File: config.mk
export PLATFORM = sky130hd
export DESIGN_NAME = alu_share_ctrl
export DESIGN_NICKNAME = d
export VERILOG_FILES = /design/src/rtl/alu_share_ctrl.sv
export SDC_FILE = /design/constraint.sdc
export NUM_CORES = 1
export LEC_CHECK = 0
export ABC_CLOCK_PERIOD_IN_PS = 2400
export CORE_MARGIN = 2
export CORE_UTILIZATION = 43
export CTS_BUF_LIST = sky130_fd_sc_hd__clkbuf_2 sky130_fd_sc_hd__clkbuf_4 sky130_fd_sc_hd__clkbuf_8
export DETAILED_ROUTE_END_ITERATION = 8
export GPL_TIMING_DRIVEN = 0
export PLACE_DENSITY_LB_ADDON = 0.08
export SKIP_LAST_GASP = 1
export SLEW_MARGIN = 25
export SYNTH_ARGS = -nofsm -noshare
export SYNTH_HDL_FRONTEND = slang
export SYNTH_SLANG_ARGS = --single-unit
File: constraint.sdc
create_clock -name clk -period 2.4 [get_ports clk]
set_input_delay 0.24 -clock clk [delete_from_list [all_inputs] [get_ports clk]]
set_output_delay 0.24 -clock clk [all_outputs]
set_load 0.02 [all_outputs]
File: src/rtl/alu_share_ctrl.sv
// Round-robin sharing of one combinational ALU between two requesters; operands held 1 or MULTI_CYC cycles.
// Transfer at T -> response pulse at T+1+cnt; ready only in IDLE for the granted requester, no response backpressure.
module alu_share_ctrl #(
  parameter int N         = 8,
  parameter int MULTI_CYC = 4
) (
  input  logic         clk,
  input  logic         rst_n,
  input  logic         req0_valid,
  output logic         req0_ready,
  input  logic [N-1:0] req0_a,
  input  logic [N-1:0] req0_b,
  input  logic [3:0]   req0_ctrl,
  input  logic         req1_valid,
  output logic         req1_ready,
  input  logic [N-1:0] req1_a,
  input  logic [N-1:0] req1_b,
  input  logic [3:0]   req1_ctrl,
  output logic         rsp0_valid,
  output logic         rsp1_valid,
  output logic [N-1:0] rsp_result,
  output logic [3:0]   rsp_flags,
  output logic [N-1:0] alu_a,
  output logic [N-1:0] alu_b,
  output logic [3:0]   alu_ctrl,
  input  logic [N-1:0] alu_result,
  input  logic [3:0]   alu_flags,
  output logic         busy
);

  localparam int CW = (MULTI_CYC < 2) ? 1 : $clog2(MULTI_CYC + 1);
  localparam logic [CW-1:0] CNT_ONE   = CW'(1);
  localparam logic [CW-1:0] CNT_MULTI = CW'(MULTI_CYC);

  localparam logic [3:0] OP_MUL = 4'b0010;
  localparam logic [3:0] OP_MOD = 4'b0100;
  localparam logic [3:0] OP_DIV = 4'b1000;

  typedef enum logic [1:0] {
    S_IDLE = 2'd0,
    S_EXEC = 2'd1,
    S_RESP = 2'd2
  } state_t;

  state_t        state_q, state_d;
  logic          last_grant_q, last_grant_d;
  logic          owner_q, owner_d;
  logic          divz_q, divz_d;
  logic [CW-1:0] cnt_q, cnt_d;
  logic [N-1:0]  alu_a_q, alu_a_d;
  logic [N-1:0]  alu_b_q, alu_b_d;
  logic [3:0]    alu_ctrl_q, alu_ctrl_d;
  logic [N-1:0]  rsp_result_q, rsp_result_d;
  logic [3:0]    rsp_flags_q, rsp_flags_d;

  logic          grant0, grant1, xfer;
  logic [N-1:0]  sel_a, sel_b;
  logic [3:0]    sel_ctrl;
  logic          sel_multi, sel_divz;

  // Ties go to the requester that was not served last; ready is masked in reset.
  always_comb begin
    grant0 = 1'b0;
    grant1 = 1'b0;
    if ((state_q == S_IDLE) && rst_n) begin
      if (req0_valid && req1_valid) begin
        grant0 = last_grant_q;
        grant1 = ~last_grant_q;
      end else begin
        grant0 = req0_valid;
        grant1 = req1_valid;
      end
    end
  end

  assign xfer     = grant0 | grant1;
  assign sel_a    = grant1 ? req1_a    : req0_a;
  assign sel_b    = grant1 ? req1_b    : req0_b;
  assign sel_ctrl = grant1 ? req1_ctrl : req0_ctrl;

  assign sel_multi = (sel_ctrl == OP_MUL) || (sel_ctrl == OP_MOD) || (sel_ctrl == OP_DIV);
  assign sel_divz  = ((sel_ctrl == OP_MOD) || (sel_ctrl == OP_DIV)) && (sel_b == '0);

  always_comb begin
    state_d      = state_q;
    last_grant_d = last_grant_q;
    owner_d      = owner_q;
    divz_d       = divz_q;
    cnt_d        = cnt_q;
    alu_a_d      = alu_a_q;
    alu_b_d      = alu_b_q;
    alu_ctrl_d   = alu_ctrl_q;
    rsp_result_d = rsp_result_q;
    rsp_flags_d  = rsp_flags_q;
    case (state_q)
      S_IDLE: begin
        if (xfer) begin
          alu_a_d      = sel_a;
          alu_b_d      = sel_b;
          alu_ctrl_d   = sel_ctrl;
          owner_d      = grant1;
          last_grant_d = grant1;
          divz_d       = sel_divz;
          cnt_d        = (sel_multi && !sel_divz) ? CNT_MULTI : CNT_ONE;
          state_d      = S_EXEC;
        end
      end
      S_EXEC: begin
        if (cnt_q == CNT_ONE) begin
          // A zero divisor never reaches a valid ALU result, so substitute the saturated answer.
          rsp_result_d = divz_q ? {N{1'b1}} : alu_result;
          rsp_flags_d  = divz_q ? 4'b0001   : alu_flags;
          state_d      = S_RESP;
        end else begin
          cnt_d = cnt_q - CNT_ONE;
        end
      end
      S_RESP: begin
        state_d = S_IDLE;
      end
      default: begin
        state_d = S_IDLE;
      end
    endcase
  end

  always_ff @(posedge clk or negedge rst_n) begin
    if (!rst_n) begin
      state_q      <= S_IDLE;
      last_grant_q <= 1'b1;
      owner_q      <= 1'b0;
      divz_q       <= 1'b0;
      cnt_q        <= '0;
      alu_a_q      <= '0;
      alu_b_q      <= '0;
      alu_ctrl_q   <= '0;
      rsp_result_q <= '0;
      rsp_flags_q  <= '0;
    end else begin
      state_q      <= state_d;
      last_grant_q <= last_grant_d;
      owner_q      <= owner_d;
      divz_q       <= divz_d;
      cnt_q        <= cnt_d;
      alu_a_q      <= alu_a_d;
      alu_b_q      <= alu_b_d;
      alu_ctrl_q   <= alu_ctrl_d;
      rsp_result_q <= rsp_result_d;
      rsp_flags_q  <= rsp_flags_d;
    end
  end

  assign req0_ready = grant0;
  assign req1_ready = grant1;
  assign rsp0_valid = (state_q == S_RESP) && !owner_q;
  assign rsp1_valid = (state_q == S_RESP) && owner_q;
  assign busy       = (state_q == S_EXEC) || (state_q == S_RESP);
  assign alu_a      = alu_a_q;
  assign alu_b      = alu_b_q;
  assign alu_ctrl   = alu_ctrl_q;
  assign rsp_result = rsp_result_q;
  assign rsp_flags  = rsp_flags_q;

endmodule

==> impl_metrics.yaml <==
timing:
  slew_violations: 0
  min_period_ns: 2.22
  rsz0062_at_grt: "no"
  hold_viol_final: 0
  finalSetupViolations: 0
  fmax_mhz: 450
  fin_crit_sh_pct: 92.5
  max_slew_margin_pct: 59.6
  worst_pin_slew_ns: 0.604
  worst_slack_ns: 0.180
  clock-skew-final_ns: 0.00568
cells_and_area:
  fin_cells: 388
  fin_nets: 384
  final_layout_size_suffix_gt1_share_pct: 5.61
  syn2layout_area_growth_pct: 55.1
  num_antenna_cells: 0
power:
  ir_drop_mv: 0.564
  p_leak_nw: 1.52
  power_density_nw_per_um2: 1130
synth:
  ys_seq_elements: 40
  syn_nets: 282
  ys_warn_count: 0
  ys_types: 44
  netlist_area_um2: 2120
  async_flop_share_pct: 100
  postSynthAreaPerCell_um2: 9.68
  synth_edf_count: 0
  synthFlopType: "dfrtp_1"
  ys_seq_area_share_pct: 47.3
  syn_inst: 219
critical_path:
  cpMostUsedCell: "buf_6"
  cpMaxStageDelayCell: "dfrtp_1"
  crit_chain: "inv_1 -> ha_1 -> buf_6 -> and3_4 -> buf_6 -> nand2_4 -> inv_4 -> dlygate4sd2_1"
  crit_arrival_ns: 1.98
  required_ns: 2.16
  cp_num_buf_inv: 5
  endpoint_kind: "output port"
  cp-startpoint: "state_q[0]"
  path_max_fanout: 10
  critPathKind: "flop to output port"
  crit_family: "buffers and inverters"
  cp_slowest_stage_delay_ns: 0.41
  start_kind: "flop"
  reg2reg_from: "state_q[0]"
floorplan:
  rows: 25
  pin_count: 93
  die_height_um: 74.2
  core_um2: 4720
  initial_core_util_pct: 44.9
  fp.dieW_um: 74.2
  die_area_um2: 5510
placement:
  dp_hpwl_mm: 4.10
  dp_cells: 379
  gp_congestion: 0.781
  pre_cts_ws_ns: 0.202
  portBuffers: 92
routing:
  wl_per_cell_um: 13.8
  dr.pass1.iters: 6
  vias: 1929
  viasPerCell: 4.97
  drc_errors: 0
  totalWireLength_mm: 5.36
  ant_nets: 0
  drt_iter0_drc: 78
global_route:
  antenna_found_initial: 0
  track_usage_pct: 21.2
  grt_pass1_vias: 1919
  grt_max_degree: 32
  grt_pass1_wl_mm: 8.84
  overflow: 0
cts:
  numCtsBuffers: 5
  cts_tree: "done"
  clock-root-buffer: "clkbuf_8"
  cts_htree_levels: 2
  cts.reportedPaths.clkPinSlew_ns: 0.08
  cts_buffer_depth: 2
  clock_latency_ns: 0.30
  clock_sinks: 40
min_path:
  hold_class: "input port to async pin"
job:
  cap_violations: 0
status:
  status: "finished clean"
stage by stage:
step                instance area, µm²  setup TNS [ns]  hold slack [ns]  util (%)  total power [mW]
finish                            3290               0            0.431      69.6              3.72
global route                      3290               0            0.462      69.6              3.98
CTS                               3290               0            0.441      69.6              3.75
detailed placement                3140               0            0.169      66.5              3.09
global placement                  3120          -35.45            0.460      66.1              3.04
floorplan                         2120               0          -0.0556         -              2.21
cell families after synthesis:
family                   count (synthesis)  share of synthesized area [%]
flip-flops                              40                           47.3
multiplexers                            22                           10.4
AND/OR/NAND/NOR                         73                           16.4
XOR/XNOR                                 2                          0.827
AO/OA/AOI/OAI                           54                           16.2
adder cells (fa/ha/maj)                  7                           4.13
buffers and inverters                   21                           4.78
synthesized netlist by cell type (all sizes together) (3+ instances only):
| cell type | count | area share (%) |
|---|---|---|
| nand2b | 4 | 1.2 |
| nand2 | 41 | 7.6 |
| mux2i | 22 | 10 |
| inv | 8 | 1.5 |
| ha | 7 | 4.1 |
| o211ai | 3 | 1.1 |
| nor2 | 12 | 2.1 |
| dfrtp | 39 | 46 |
| o21ai | 35 | 8.3 |
| buf | 5 | 1.8 |
| nor4 | 4 | 1.2 |
| clkbuf | 8 | 1.4 |
repair_timing:
item,CTS,global route
hold buffers,2,0
hold endpoints to repair,13,0
resized for setup,1,0
setup buffers,0,0
setup endpoints to repair,1,0
tightest hold or removal path: stages:
cell and delay, ns:
dlygate4sd3_1 0.52, buf_2 0.13, buf_12 0.19
placed cells by master, fill, tap and decap left out, types with 3 or more instances in the layout:
master	count
dfrtp_1	39
nand2_1	40
inv_1	7
ha_1	7
clkdlybuf4s50_1	90
clkbuf_1	8
nand2b_1	4
o211ai_1	3
o21ai_0	35
clkbuf_8	5
nor4_1	4
nor2_1	12
mux2i_1	22
layout make-up:
cell class | instances | area (µm²)
Inverter | 8 | 32.5
Clock inverter | 2 | 60.1
Fill cell | 383 | 1440
Clock buffer | 5 | 68.8
Timing Repair Buffer | 95 | 955
Sequential cell | 40 | 1000
Multi-Input combinational cell | 158 | 1020
Buffer | 13 | 68.8
Tap cell | 67 | 83.8
per-layer routing:
metal,share of wire (%),global-route usage [%],vias to the layer above,routed length [µm]
met1,44,27.7,885,2350
met4,1.2,6.67,0,63
met5,0,0,-,0
met2,47,33.0,72,2510
met3,8.1,7.59,6,432
li1,-,-,966,-
flip-flops by register name, summed over array words and instances (netlist names):
name / cells
cnt_q: 3
divz_q: 1
alu_b: 8
alu_ctrl: 4
last_grant_q: 1
owner_q: 1
alu_a: 8
rsp_flags: 4
state_q: 2
rsp_result: 8
path summary, 6_finish.rpt:
path                       depth (start not counted)  slack [ns]       endpoint
setup / recovery                                   8        0.18     req1_ready
hold / removal                                     3        0.43  rsp_result[6]
setup reg to reg                                   8        0.32       alu_a[1]
hold reg to reg                                    2        0.48  rsp_result[7]
max in group asynchronous                          3        0.95       alu_b[3]
min in group clk                                   2        0.48  rsp_result[7]
where the power goes:
group          switching (mW)  total, mW  leakage (nW)  internal (mW)
Sequential              0.179       1.18         0.490          0.996
Combinational           0.993       1.89         0.969          0.897
Clock                   0.247      0.656        0.0642          0.410
Note: power is estimated with default switching activity, not from simulation.
